### src/rtl/acc_mem_engine_if.sv
// Control and memory pins of the accumulate engine; master is the engine, slave is the control/memory side.
interface acc_mem_engine_if #(
  parameter int DATA_W = 16,
  parameter int ADDR_W = 5
);
  logic              start;
  logic [ADDR_W-1:0] base;
  logic [ADDR_W:0]   count;
  logic [ADDR_W-1:0] dest;
  logic              ready;
  logic              done;
  logic              overflow;
  logic [ADDR_W-1:0] address;
  logic              read_enable;
  logic              write_enable;
  logic [DATA_W-1:0] data_in;
  logic [DATA_W-1:0] data_out;

  modport master (
    input  start, base, count, dest, data_out,
    output ready, done, overflow, address, read_enable, write_enable, data_in
  );

  modport slave (
    output start, base, count, dest, data_out,
    input  ready, done, overflow, address, read_enable, write_enable, data_in
  );
endinterface

### src/rtl/acc_mem_engine.sv
// Sums count words from base and writes the result to dest; done N+3 cycles after start (2 for count=0).
// start is only accepted while ready=1; optional ACC_SATURATE_EN clamps the written result on overflow.
module acc_mem_engine #(
  parameter int DATA_W = 16,
  parameter int ADDR_W = 5
) (
  input  logic             clk,
  input  logic             rst_n,
  acc_mem_engine_if.master bus
);

  localparam int ACC_W = DATA_W + ADDR_W + 1;
  localparam logic [ACC_W-1:0] DATA_MAX = {{(ACC_W-DATA_W){1'b0}}, {DATA_W{1'b1}}};

  typedef enum logic [1:0] {S_IDLE, S_READ, S_LAST, S_WRITE} state_t;

  state_t            state_q, state_d;
  logic [ADDR_W:0]   idx_q, idx_d;
  logic [ADDR_W-1:0] base_q, base_d;
  logic [ADDR_W:0]   count_q, count_d;
  logic [ADDR_W-1:0] dest_q, dest_d;
  logic [ACC_W-1:0]  acc_q, acc_d;
  logic              overflow_q, overflow_d;
  logic [ADDR_W-1:0] address_q, address_d;
  logic              read_enable_q, read_enable_d;
  logic              write_enable_q, write_enable_d;
  logic [DATA_W-1:0] data_in_q, data_in_d;
  logic              done_q, done_d;
  logic              ready_q, ready_d;

  logic              accept;
  logic              last_rd;
  logic [ADDR_W-1:0] rd_addr_next;
  logic [ADDR_W-1:0] wr_dest;
  logic [DATA_W-1:0] result;

  assign accept  = (state_q == S_IDLE) && bus.start;
  assign last_rd = (idx_q == (count_q - (ADDR_W+1)'(1)));

  always_ff @(posedge clk or negedge rst_n) begin
    if (!rst_n) begin
      state_q <= S_IDLE;
    end else begin
      state_q <= state_d;
    end
  end

  always_comb begin
    state_d = state_q;
    case (state_q)
      S_IDLE:  if (bus.start) state_d = (bus.count == '0) ? S_WRITE : S_READ;
      S_READ:  if (last_rd) state_d = S_LAST;
      S_LAST:  state_d = S_WRITE;
      S_WRITE: state_d = S_IDLE;
      default: state_d = S_IDLE;
    endcase
  end

  // Read data lags the strobe by a cycle, so the first READ cycle has nothing to add yet.
  always_comb begin
    base_d     = base_q;
    count_d    = count_q;
    dest_d     = dest_q;
    idx_d      = idx_q;
    acc_d      = acc_q;
    overflow_d = overflow_q;
    if (accept) begin
      base_d  = bus.base;
      count_d = bus.count;
      dest_d  = bus.dest;
      idx_d   = '0;
      acc_d   = '0;
    end else if (state_q == S_READ) begin
      idx_d = idx_q + (ADDR_W+1)'(1);
      if (idx_q != '0) acc_d = acc_q + ACC_W'(bus.data_out);
    end else if (state_q == S_LAST) begin
      acc_d = acc_q + ACC_W'(bus.data_out);
    end
    if (accept) overflow_d = 1'b0;
    else        overflow_d = overflow_q | (acc_d > DATA_MAX);
  end

  assign rd_addr_next = accept ? bus.base : (base_q + idx_q[ADDR_W-1:0] + ADDR_W'(1));
  assign wr_dest      = accept ? bus.dest : dest_q;

`ifdef ACC_SATURATE_EN
  assign result = overflow_d ? {DATA_W{1'b1}} : acc_d[DATA_W-1:0];
`else
  assign result = acc_d[DATA_W-1:0];
`endif

  // Outputs are registered, so they are derived from the state being entered.
  always_comb begin
    read_enable_d  = (state_d == S_READ);
    write_enable_d = (state_d == S_WRITE);
    address_d      = '0;
    data_in_d      = '0;
    if (state_d == S_READ) begin
      address_d = rd_addr_next;
    end else if (state_d == S_WRITE) begin
      address_d = wr_dest;
      data_in_d = result;
    end
    done_d  = (state_q == S_WRITE);
    ready_d = (state_d == S_IDLE);
  end

  always_ff @(posedge clk or negedge rst_n) begin
    if (!rst_n) begin
      idx_q          <= '0;
      base_q         <= '0;
      count_q        <= '0;
      dest_q         <= '0;
      acc_q          <= '0;
      overflow_q     <= 1'b0;
      address_q      <= '0;
      read_enable_q  <= 1'b0;
      write_enable_q <= 1'b0;
      data_in_q      <= '0;
      done_q         <= 1'b0;
      ready_q        <= 1'b1;
    end else begin
      idx_q          <= idx_d;
      base_q         <= base_d;
      count_q        <= count_d;
      dest_q         <= dest_d;
      acc_q          <= acc_d;
      overflow_q     <= overflow_d;
      address_q      <= address_d;
      read_enable_q  <= read_enable_d;
      write_enable_q <= write_enable_d;
      data_in_q      <= data_in_d;
      done_q         <= done_d;
      ready_q        <= ready_d;
    end
  end

  assign bus.ready        = ready_q;
  assign bus.done         = done_q;
  assign bus.overflow     = overflow_q;
  assign bus.address      = address_q;
  assign bus.read_enable  = read_enable_q;
  assign bus.write_enable = write_enable_q;
  assign bus.data_in      = data_in_q;

endmodule

### src/flat_wrapper.sv
// flat-port wrapper written by rule: the top's interface ports become plain ports
module acc_mem_engine_flat 
#(
  parameter int DATA_W = 16,
  parameter int ADDR_W = 5
)
  (clk, rst_n, bus_start, bus_base, bus_count, bus_dest, bus_data_out, bus_ready, bus_done, bus_overflow, bus_address, bus_read_enable, bus_write_enable, bus_data_in);
  acc_mem_engine_if #(.DATA_W(DATA_W), .ADDR_W(ADDR_W)) bus_i ();
  input  logic clk;
  input  logic rst_n;
  input wire logic [$bits(bus_i.start)-1:0] bus_start;
  input wire logic [$bits(bus_i.base)-1:0] bus_base;
  input wire logic [$bits(bus_i.count)-1:0] bus_count;
  input wire logic [$bits(bus_i.dest)-1:0] bus_dest;
  input wire logic [$bits(bus_i.data_out)-1:0] bus_data_out;
  output wire logic [$bits(bus_i.ready)-1:0] bus_ready;
  output wire logic [$bits(bus_i.done)-1:0] bus_done;
  output wire logic [$bits(bus_i.overflow)-1:0] bus_overflow;
  output wire logic [$bits(bus_i.address)-1:0] bus_address;
  output wire logic [$bits(bus_i.read_enable)-1:0] bus_read_enable;
  output wire logic [$bits(bus_i.write_enable)-1:0] bus_write_enable;
  output wire logic [$bits(bus_i.data_in)-1:0] bus_data_in;
  assign bus_i.start = bus_start;
  assign bus_i.base = bus_base;
  assign bus_i.count = bus_count;
  assign bus_i.dest = bus_dest;
  assign bus_i.data_out = bus_data_out;
  assign bus_ready = bus_i.ready;
  assign bus_done = bus_i.done;
  assign bus_overflow = bus_i.overflow;
  assign bus_address = bus_i.address;
  assign bus_read_enable = bus_i.read_enable;
  assign bus_write_enable = bus_i.write_enable;
  assign bus_data_in = bus_i.data_in;
  acc_mem_engine #(.DATA_W(DATA_W), .ADDR_W(ADDR_W)) u_core (.clk(clk), .rst_n(rst_n), .bus(bus_i));
endmodule
### config.mk
export PLATFORM = sky130hd
export DESIGN_NAME = acc_mem_engine_flat
export DESIGN_NICKNAME = d
export VERILOG_FILES = /design/src/rtl/acc_mem_engine_if.sv /design/src/rtl/acc_mem_engine.sv /design/src/flat_wrapper.sv
export SDC_FILE = /design/constraint.sdc
export NUM_CORES = 1
export LEC_CHECK = 0
export ABC_AREA = 1
export BUFFER_PORTS_ARGS = -buffer_cell sky130_fd_sc_hd__buf_2
export CAP_MARGIN = 20
export CORE_ASPECT_RATIO = 1.5
export CORE_MARGIN = 10
export CORE_UTILIZATION = 40
export DETAILED_ROUTE_END_ITERATION = 10
export HOLD_SLACK_MARGIN = 0.08
export PLACE_DENSITY = 0.59
export SLEW_MARGIN = 20
export SYNTH_ARGS = -nofsm -noshare
export SYNTH_HDL_FRONTEND = slang
export SYNTH_SLANG_ARGS = --single-unit
### constraint.sdc
create_clock -name clk -period 2.51 [get_ports clk]
set_input_delay 0 -clock clk [delete_from_list [all_inputs] [get_ports clk]]
set_output_delay 0 -clock clk [all_outputs]
set_load 0.01 [all_outputs]
[Yosys cells after proc, flatten, opt, wreduce, memory -nomap -nowiden]
Index checks and enable logic that the tools add are counted.
Operators by class
  add/subtract/negate cells: 5
  equal/unequal tests: 6
  $lt $le $gt $ge: 1
  muxes and demuxes: 17
  reduce and logical (&&, ||, !) cells: 6
  bitwise logic cells: 1
Operators by type and width (number)
  $mux 22: 4
  $mux 16: 2
  $add 22x16->22: 1
  $gt 22x16->1 const B: 1
  $mux 5: 4
  $mux 6: 2
  $pmux 2 s4: 1
  $add 6x1->6 const B: 1
  $eq 2x2->1 const B: 3
  $eq 6x6->1: 1
  $logic_not 6->1: 1
  $mux 2: 3
  $reduce_bool 6->1: 1
  $sub 6x1->6 const B: 1
  $add 5x1->5 const B: 1
  $add 5x5->5: 1
  $eq 2x1->1 const B: 2
  $logic_not 2->1: 2
  $reduce_bool 2->1: 1
  $logic_and 1x1->1: 1
  $mux 1: 1
  $or 1x1->1: 1
Storage, ports and cells
  output and inout port bits: 26
  register bits: 72
  word-level logic and storage cells: 49

[Logic depth before layout (Yosys ltp)]
Gate-level depths: netlist of run 1.
  depth after elaboration: 7
  mapped depth: 15

[Worst setup path before layout of run 1]
OpenSTA, ideal clock, no wires.
  path type: flip-flop to flip-flop
  from: register u_core.acc_q[0]
  to: register u_core.overflow_q (netlist: u_core.bus.overflow)
  setup slack: 520 ps
  buffers on the path: 0
  cell stages (with the launch flop): 15
  data arrival time: 1860 ps
  path through: dfrtp_1 -> ha_1 -> fa_1 -> nand3_1 -> nand3_1 -> nand4_1 -> nand2_1 -> nand2_1 -> nand2_1 -> nand2_1 -> nand2_1 -> nand3_1 -> nand3_1 -> nor2_1 -> nor2_1
On the way
  word-level cells in the longest chain between the ends: 7
Ends and longest elaborated chain
  from (decl): line acc_mem_engine.sv:22  | logic [ACC_W-1:0] acc_q, acc_d;
  from (signal assigned): line acc_mem_engine.sv:114  | acc_q <= '0;
  from (signal assigned): line acc_mem_engine.sv:127  | acc_q <= acc_d;
  $add 22x16->22: line acc_mem_engine.sv:75, acc_mem_engine.sv:77
  $mux 22, on equally long branches: line acc_mem_engine.sv:76, acc_mem_engine.sv:75
  $mux 22 *: line acc_mem_engine.sv:73  | end else if (state_q == S_READ) begin
  $mux 22 *: line acc_mem_engine.sv:67  | if (accept) begin
  $gt 22x16->1 *: line acc_mem_engine.sv:80  | else overflow_d = overflow_q | (acc_d > DATA_MAX);
  $or 1x1->1 *: line acc_mem_engine.sv:80
  $mux 1 *: line acc_mem_engine.sv:79  | if (accept) overflow_d = 1'b0;
  net u_core.overflow_d: line acc_mem_engine.sv:23  | logic overflow_q, overflow_d;
  to (signal assigned): line acc_mem_engine.sv:128  | overflow_q <= overflow_d;
  to (decl): line acc_mem_engine.sv:23
The timed path passes the listed nets; every way through them passes the cells marked *.
A chain may end at the register's enable or synchronous reset.

[Worst setup path after layout of run 1]
Ends and elaborated chain as after synthesis.

==> results of run 1 <==
==> worst max-delay path: cells and delay by family, from the launching register on <==
kind	cells	cell delay (ns)
DFF	1	0.38
and+or+nand+nor	12	1.08
adders and majority gates	2	0.68
==> cell usage after synthesis, drive strengths merged <==
cell / count / area (sq um)
a21o: 1 / 7.51
o21ai: 43 / 241
nor3: 5 / 30.0
xnor2: 9 / 78.8
xor2: 12 / 105
o211ai: 3 / 22.5
a21oi: 26 / 134
ha: 23 / 288
or2: 3 / 18.8
nand3: 34 / 180
o22ai: 1 / 6.26
dfstp: 1 / 26.3
clkbuf: 5 / 18.8
inv: 94 / 353
and2: 2 / 12.5
nand4: 4 / 25.0
a31oi: 3 / 25.0
nand2b: 1 / 6.26
dfrtp: 71 / 1780
nor4: 1 / 6.26
o21bai: 3 / 22.5
buf: 5 / 36.3
fa: 2 / 40.0
nor2: 53 / 243
nand2: 162 / 608
==> logic make-up (layout without fill, tap and decap cells) <==
kind of cell             count (synthesis)  after routing  synth area share [%]
AO/OA/AOI/OAI                           80             80                  10.7
XOR/XNOR                                21             21                  4.27
adder cells (fa/ha/maj)                 25             25                  7.60
buffers and inverters                  104            192                  9.46
flip-flops                              72             72                  41.8
AND/OR/NAND/NOR                        265            265                  26.2
==> through the flow <==
stage	power, uW	hold slack, ns	utilization (%)	area [sq um]	setup WS (ns)
after floorplan	4760	-0.296	-	4310	0.520
after global placement	5580	0.190	45.0	4770	0.316
after detailed placement	5670	0.195	45.0	4770	0.270
after CTS	7110	0.196	49.8	5270	0.257
after global routing	7760	0.253	49.8	5270	0.0696
final	7060	0.209	49.8	5270	0.253
==> final cells by class <==
cell class                 instances  share of cell area (%)
multi-input combinational        391                    39.9
sequential                        72                    34.2
tap                              144                    3.42
clock inverter                     6                    1.73
clock buffer                      10                    4.34
timing repair buffer              82                    9.73
inverter                          94                    6.70
==> power by group through the flow <==
| stage | registers, uW | clock network, uW | logic, uW |
|---|---|---|---|
| 5_1_grt | 2000 | 1460 | 4300 |
| 3_3_place_gp | 1940 | 0 | 3640 |
| 6_report | 1940 | 1390 | 3720 |
| 4_1_cts | 1940 | 1410 | 3760 |
| 3_5_place_dp | 1960 | 0 | 3710 |
| 2_1_floorplan | 1890 | 0 | 2870 |
==> registers in the layout (all words and copies together), names as in the netlist <==
signal	flops
u_core.base_q	5
u_core.acc_q	22
u_core.bus.data_in	16
u_core.state_q	2
u_core.bus.done	1
u_core.bus.read_enable	1
u_core.bus.ready	1
u_core.bus.write_enable	1
u_core.bus.address	5
u_core.idx_q	6
u_core.dest_q	5
u_core.count_q	6
u_core.bus.overflow	1
==> cell usage in the layout (no fill, tap or decap), types with 2 or more instances in the layout <==
| cell | instances |
|---|---|
| a21oi_1 | 25 |
| a31oi_1 | 2 |
| and2_1 | 2 |
| buf_2 | 59 |
| buf_4 | 5 |
| bufinv_16 | 2 |
| clkbuf_16 | 9 |
| clkinv_4 | 2 |
| dfrtp_1 | 71 |
| dlygate4sd3_1 | 18 |
| fa_1 | 2 |
| ha_1 | 23 |
| inv_1 | 76 |
| inv_2 | 18 |
| nand2_1 | 162 |
| nand3_1 | 32 |
| nand3_2 | 2 |
| nand4_1 | 4 |
| nor2_1 | 47 |
| nor2_2 | 2 |
| nor2_4 | 3 |
| nor3_1 | 4 |
| o211ai_1 | 3 |
| o21ai_0 | 22 |
| o21ai_1 | 14 |
| o21ai_2 | 7 |
| o21bai_1 | 3 |
| xnor2_1 | 9 |
| xor2_1 | 12 |
==> layer usage <==
metal / part of all wire, % / wire [um]
met5: 0 / 0
met4: 2.8 / 312
met3: 3.6 / 405
met2: 55 / 6140
met1: 39 / 4370
==> worst max path at each step <==
stage,slack (ns),start,to
3_5_place_dp,0.27,u_core.acc_q[0],u_core.bus.overflow
5_1_grt,0.07,u_core.acc_q[0],u_core.bus.overflow
3_3_place_gp,0.32,u_core.acc_q[0],u_core.bus.overflow
2_1_floorplan,0.52,u_core.acc_q[0],u_core.bus.overflow
6_report,0.25,u_core.acc_q[0],u_core.bus.overflow
4_1_cts,0.26,u_core.acc_q[0],u_core.bus.overflow
==> flow_metrics.py, run 1 <==
metrics = {
    "status": {
        "outcome": "finished, final reports clean",
    },
    "layout": {
        "area_growth_pct": 22.2,
        "nFillCells": 1071,
        "nets": 710,
        "multiInputGateArea_sq_mm": 0.00210,
        "num_antenna_cells": 0,
        "layout-drive-gt1-share_pct": 17.9,
        "stdcell_count": 799,
        "regArea_sq_mm": 0.00180,
    },
    "timing": {
        "final.period_utilization_pct": 89.9,
        "rsz0062_at_grt": "false",
        "hold_viol_final": 0,
        "final.min_clock_period_ns": 2.26,
        "clock.fmax_ghz": 0.443,
        "tns_ns": 0,
        "relSlewSlack_pct": 39.5,
        "slew_viol_final": 0,
        "worst_pin_slew_ns": 0.907,
        "finalClockSkew_ns": 0.00727,
        "setup_viol": 0,
    },
    "route": {
        "drt_iter0_markers": 120,
        "ant_nets": 0,
        "wirelength_um": 11200,
        "first_pass_iters": 4,
        "wl_per_cell_um": 14.0,
        "drc": 0,
        "vias_per_cell": 4.78,
        "num_vias": 3817,
    },
    "critical_path": {
        "path_class": "reg2reg",
        "cp_cell_sequence": "ha_1 -> fa_1 -> nand3_1 -> nand3_1 -> nand4_1 -> nand2_1 -> nand2_1 -> nand2_1 -> nand2_1 -> nand2_1 -> nand3_1 -> nand3_1 -> nor2_1 -> nor2_1",
        "cp.required_ns": 2.72,
        "crit_fanout": 4,
        "worst_setup_path_start_kind": "flip-flop",
        "setup.worst_path.end_class": "flip-flop",
        "r2r-end": "u_core.bus.overflow",
        "ff2ff_path_depth": 14,
        "worstPathArrival_ns": 2.47,
        "r2r_slack_ns": 0.25,
        "cp_common_cell": "nand2_1",
        "slowest_delay_ns": 0.46,
        "critPathSlowestCell": "fa_1",
        "r2r-start": "u_core.acc_q[0]",
    },
    "flow_run": {
        "drv_cap": 0,
    },
    "power": {
        "leakage_uw": 0.00287,
        "seq_power_share_pct": 27.5,
        "power_frac_clock_pct": 19.7,
        "comb_power_share_pct": 52.7,
        "peakVddDrop_mv": 0.647,
        "p_sw_share_pct": 44.9,
        "powerDensity_mw_per_mm2": 1340,
        "power.internal_uw": 3890,
        "p_sw_uw": 3170,
    },
    "clock_tree": {
        "tritoncts": "yes",
        "holdBufCountCts": 18,
        "cts_resized": 0,
        "post-cts-setup-buffers": 0,
        "root_buffer": "clkbuf_16",
        "clock_sinks": 72,
        "numCtsBuffers": 9,
        "ctsLongestPathBuffers": 2,
        "insertion_delay_ns": 0.34,
        "clkSlewWorstSetupHoldPaths_ns": 0.06,
        "htree_levels": 3,
    },
    "global_route": {
        "grt_use_total_pct": 15.0,
        "grt_busiest_layer": "met2",
        "antenna_found_initial": 0,
        "gr-usage-met3_pct": 2.98,
        "grt_max_degree": 73,
        "grt_pass1_wl_um": 18800,
        "use_met2_pct": 28.5,
        "met1_usage_pct": 15.1,
        "overflow": 0,
        "grt_pass1_vias": 4052,
    },
    "synthesis": {
        "yosysWarnings": 0,
        "syn_nets": 627,
        "synth-seq-cells": 72,
        "avgSynthCellArea_sq_um": 7.60,
        "syn_inst": 567,
        "ys_seq_area_share_pct": 41.8,
        "synth_cell_type_count": 39,
        "syn_area_sq_mm": 0.00431,
    },
    "min_path": {
        "hold_end": "u_core.bus.data_in[3]",
        "min-delay-start": "bus_data_out[3]",
        "hold_depth": 4,
        "hold_path_class": "in2reg",
    },
    "floorplan": {
        "fp.dieH_um": 147,
        "row_count": 46,
        "start_util_pct": 40.7,
        "ioPinCount": 61,
        "fp.dieArea_sq_mm": 0.0154,
        "die_x_um": 105,
        "core_sq_mm": 0.0106,
    },
    "placement": {
        "dpl.cell_count": 765,
        "hpwl_um": 8510,
        "gp_congestion": 0.884,
        "port_buffers": 60,
    },
}
Note: power is estimated with default switching activity, not from simulation.
==> inputs of run 2 (changes only) <==
Settings changed: CORE_MARGIN 10 to 2.
==> flow_metrics.py, run 2 (synthesized netlist as in run 1, its figures left out) <==
metrics = {
    "status": {
        "outcome": "finished, final reports clean",
    },
    "timing": {
        "setup_viol": 0,
        "final.min_clock_period_ns": 2.22,
        "clock.fmax_ghz": 0.451,
        "final.period_utilization_pct": 88.4,
        "rsz0062_at_grt": "false",
        "hold_viol_final": 0,
        "hold_ws_ns": 0.208,
        "tns_ns": 0,
        "worst_pin_slew_ns": 0.917,
        "relSlewSlack_pct": 38.9,
        "slew_viol_final": 0,
        "finalClockSkew_ns": 0.00696,
    },
    "critical_path": {
        "cp_common_cell": "nand2_1",
        "critPathSlowestCell": "fa_1",
        "slowest_delay_ns": 0.45,
        "setup.worst_path.end_class": "flip-flop",
        "crit_fanout": 4,
        "worst_setup_path_start_kind": "flip-flop",
        "path_class": "reg2reg",
        "cp.required_ns": 2.73,
        "worstPathArrival_ns": 2.44,
        "cp_cell_sequence": "ha_1 -> fa_1 -> nand3_1 -> nand3_1 -> nand4_1 -> nand2_1 -> nand2_1 -> nand2_1 -> nand2_1 -> nand2_1 -> nand3_1 -> nand3_1 -> nor2_1 -> nor2_1",
    },
    "floorplan": {
        "ioPinCount": 61,
        "core_sq_mm": 0.0105,
        "fp.dieArea_sq_mm": 0.0116,
        "row_count": 46,
        "start_util_pct": 40.9,
        "fp.dieH_um": 131,
        "die_x_um": 88.8,
    },
    "global_route": {
        "grt_use_total_pct": 19.7,
        "grt_pass1_vias": 3822,
        "antenna_found_initial": 0,
        "grt_max_degree": 73,
        "overflow": 0,
        "grt_pass1_wl_um": 17700,
    },
    "clock_tree": {
        "htree_levels": 3,
        "tritoncts": "yes",
        "cts_resized": 0,
        "clock_sinks": 72,
        "numCtsBuffers": 9,
        "insertion_delay_ns": 0.34,
        "holdBufCountCts": 18,
        "ctsLongestPathBuffers": 2,
        "post-cts-setup-buffers": 0,
        "root_buffer": "clkbuf_16",
        "clkSlewWorstSetupHoldPaths_ns": 0.06,
    },
    "flow_run": {
        "drv_cap": 0,
    },
    "power": {
        "seq_power_share_pct": 27.9,
        "powerDensity_mw_per_mm2": 1330,
        "power.internal_uw": 3790,
        "comb_power_share_pct": 53.1,
        "power_frac_clock_pct": 18.9,
        "p_sw_share_pct": 45.6,
        "leakage_uw": 0.00286,
        "p_sw_uw": 3180,
        "peakVddDrop_mv": 0.535,
    },
    "placement": {
        "hpwl_um": 8060,
        "port_buffers": 60,
        "gp_congestion": 0.858,
    },
    "min_path": {
        "hold_path_class": "in2reg",
    },
    "route": {
        "wirelength_um": 10800,
        "wl_per_cell_um": 13.5,
        "first_pass_iters": 4,
        "ant_nets": 0,
        "num_vias": 3824,
        "drc": 0,
        "drt_iter0_markers": 117,
        "vias_per_cell": 4.79,
    },
    "layout": {
        "nets": 710,
        "num_antenna_cells": 0,
        "area_growth_pct": 21.9,
        "fin_util_pct": 49.9,
        "top_register": "u_core.acc_q",
        "largest_register_ffs": 22,
        "final_common_cell": "nand2_1",
        "layout_common_cells": "nand2_1 (162), inv_1 (76), dfrtp_1 (71), buf_2 (59), nor2_1 (47)",
        "layout-drive-gt1-share_pct": 18.0,
    },
}
==> run 2: changes by cell type in the layout (fill, tap and decap cells not counted), sizes merged <==
cell / delta
clkbuf: -1
clkinvlp: +1
bufinv: -1
inv: +1
==> run 2: worst paths after layout <==
path                                               to  slack [ns]        startpoint  cells past startpoint
worst max-delay path              u_core.bus.overflow        0.29   u_core.acc_q[0]                     14
worst min-delay path            u_core.bus.data_in[3]        0.21   bus_data_out[3]                      4
worst max register to register    u_core.bus.overflow        0.29   u_core.acc_q[0]                     14
worst min register to register       u_core.dest_q[4]        0.47  u_core.dest_q[4]                      2
max in group asynchronous             u_core.acc_q[9]        1.58             rst_n                      2
min in group asynchronous       u_core.bus.data_in[5]        0.33             rst_n                      2
==> run 2: worst max-delay path: cells and delay by family (launching register included) <==
kind | cells | cell delay [ns]
fa+ha+maj | 2 | 0.68
flops | 1 | 0.38
simple gates | 12 | 1.02
==> run 2: per-stage QoR <==
step                total power, uW  instances  cell area (sq um)  setup slack, ns
finish                         6980        799               5260            0.291
global route                   7640        799               5260           0.0376
CTS                            7040        799               5260            0.263
floorplan                      4760        567               4310            0.520
global placement               5580        765               4770            0.330
detailed placement             5660        765               4770            0.280
==> run 2: routing by layer <==
layer | vias to the layer above | GRT usage [%] | share of wire, %
li1 | 1948 | - | -
met1 | 1763 | 20.9 | 39
met2 | 84 | 35.8 | 54
met3 | 29 | 2.32 | 3.1
met4 | 0 | 11.1 | 4.3
met5 | - | 0 | 0
==> run 2: final cells by class <==
class	instances	area (sq um)
clock buffer	9	225
clock inverter	7	80.1
fill	1048	5280
inverter	94	353
multi-input combinational	391	2100
sequential	72	1800
tap	144	180
timing repair buffer	82	513
==> run 2: power groups by stage <==
| stage | registers, uW | logic [uW] | clock network [uW] |
|---|---|---|---|
| floorplan | 1890 | 2870 | 0 |
| global placement | 1950 | 3630 | 0 |
| detailed placement | 1970 | 3700 | 0 |
| CTS | 1950 | 3750 | 1340 |
| global route | 2000 | 4260 | 1390 |
| finish | 1950 | 3710 | 1320 |
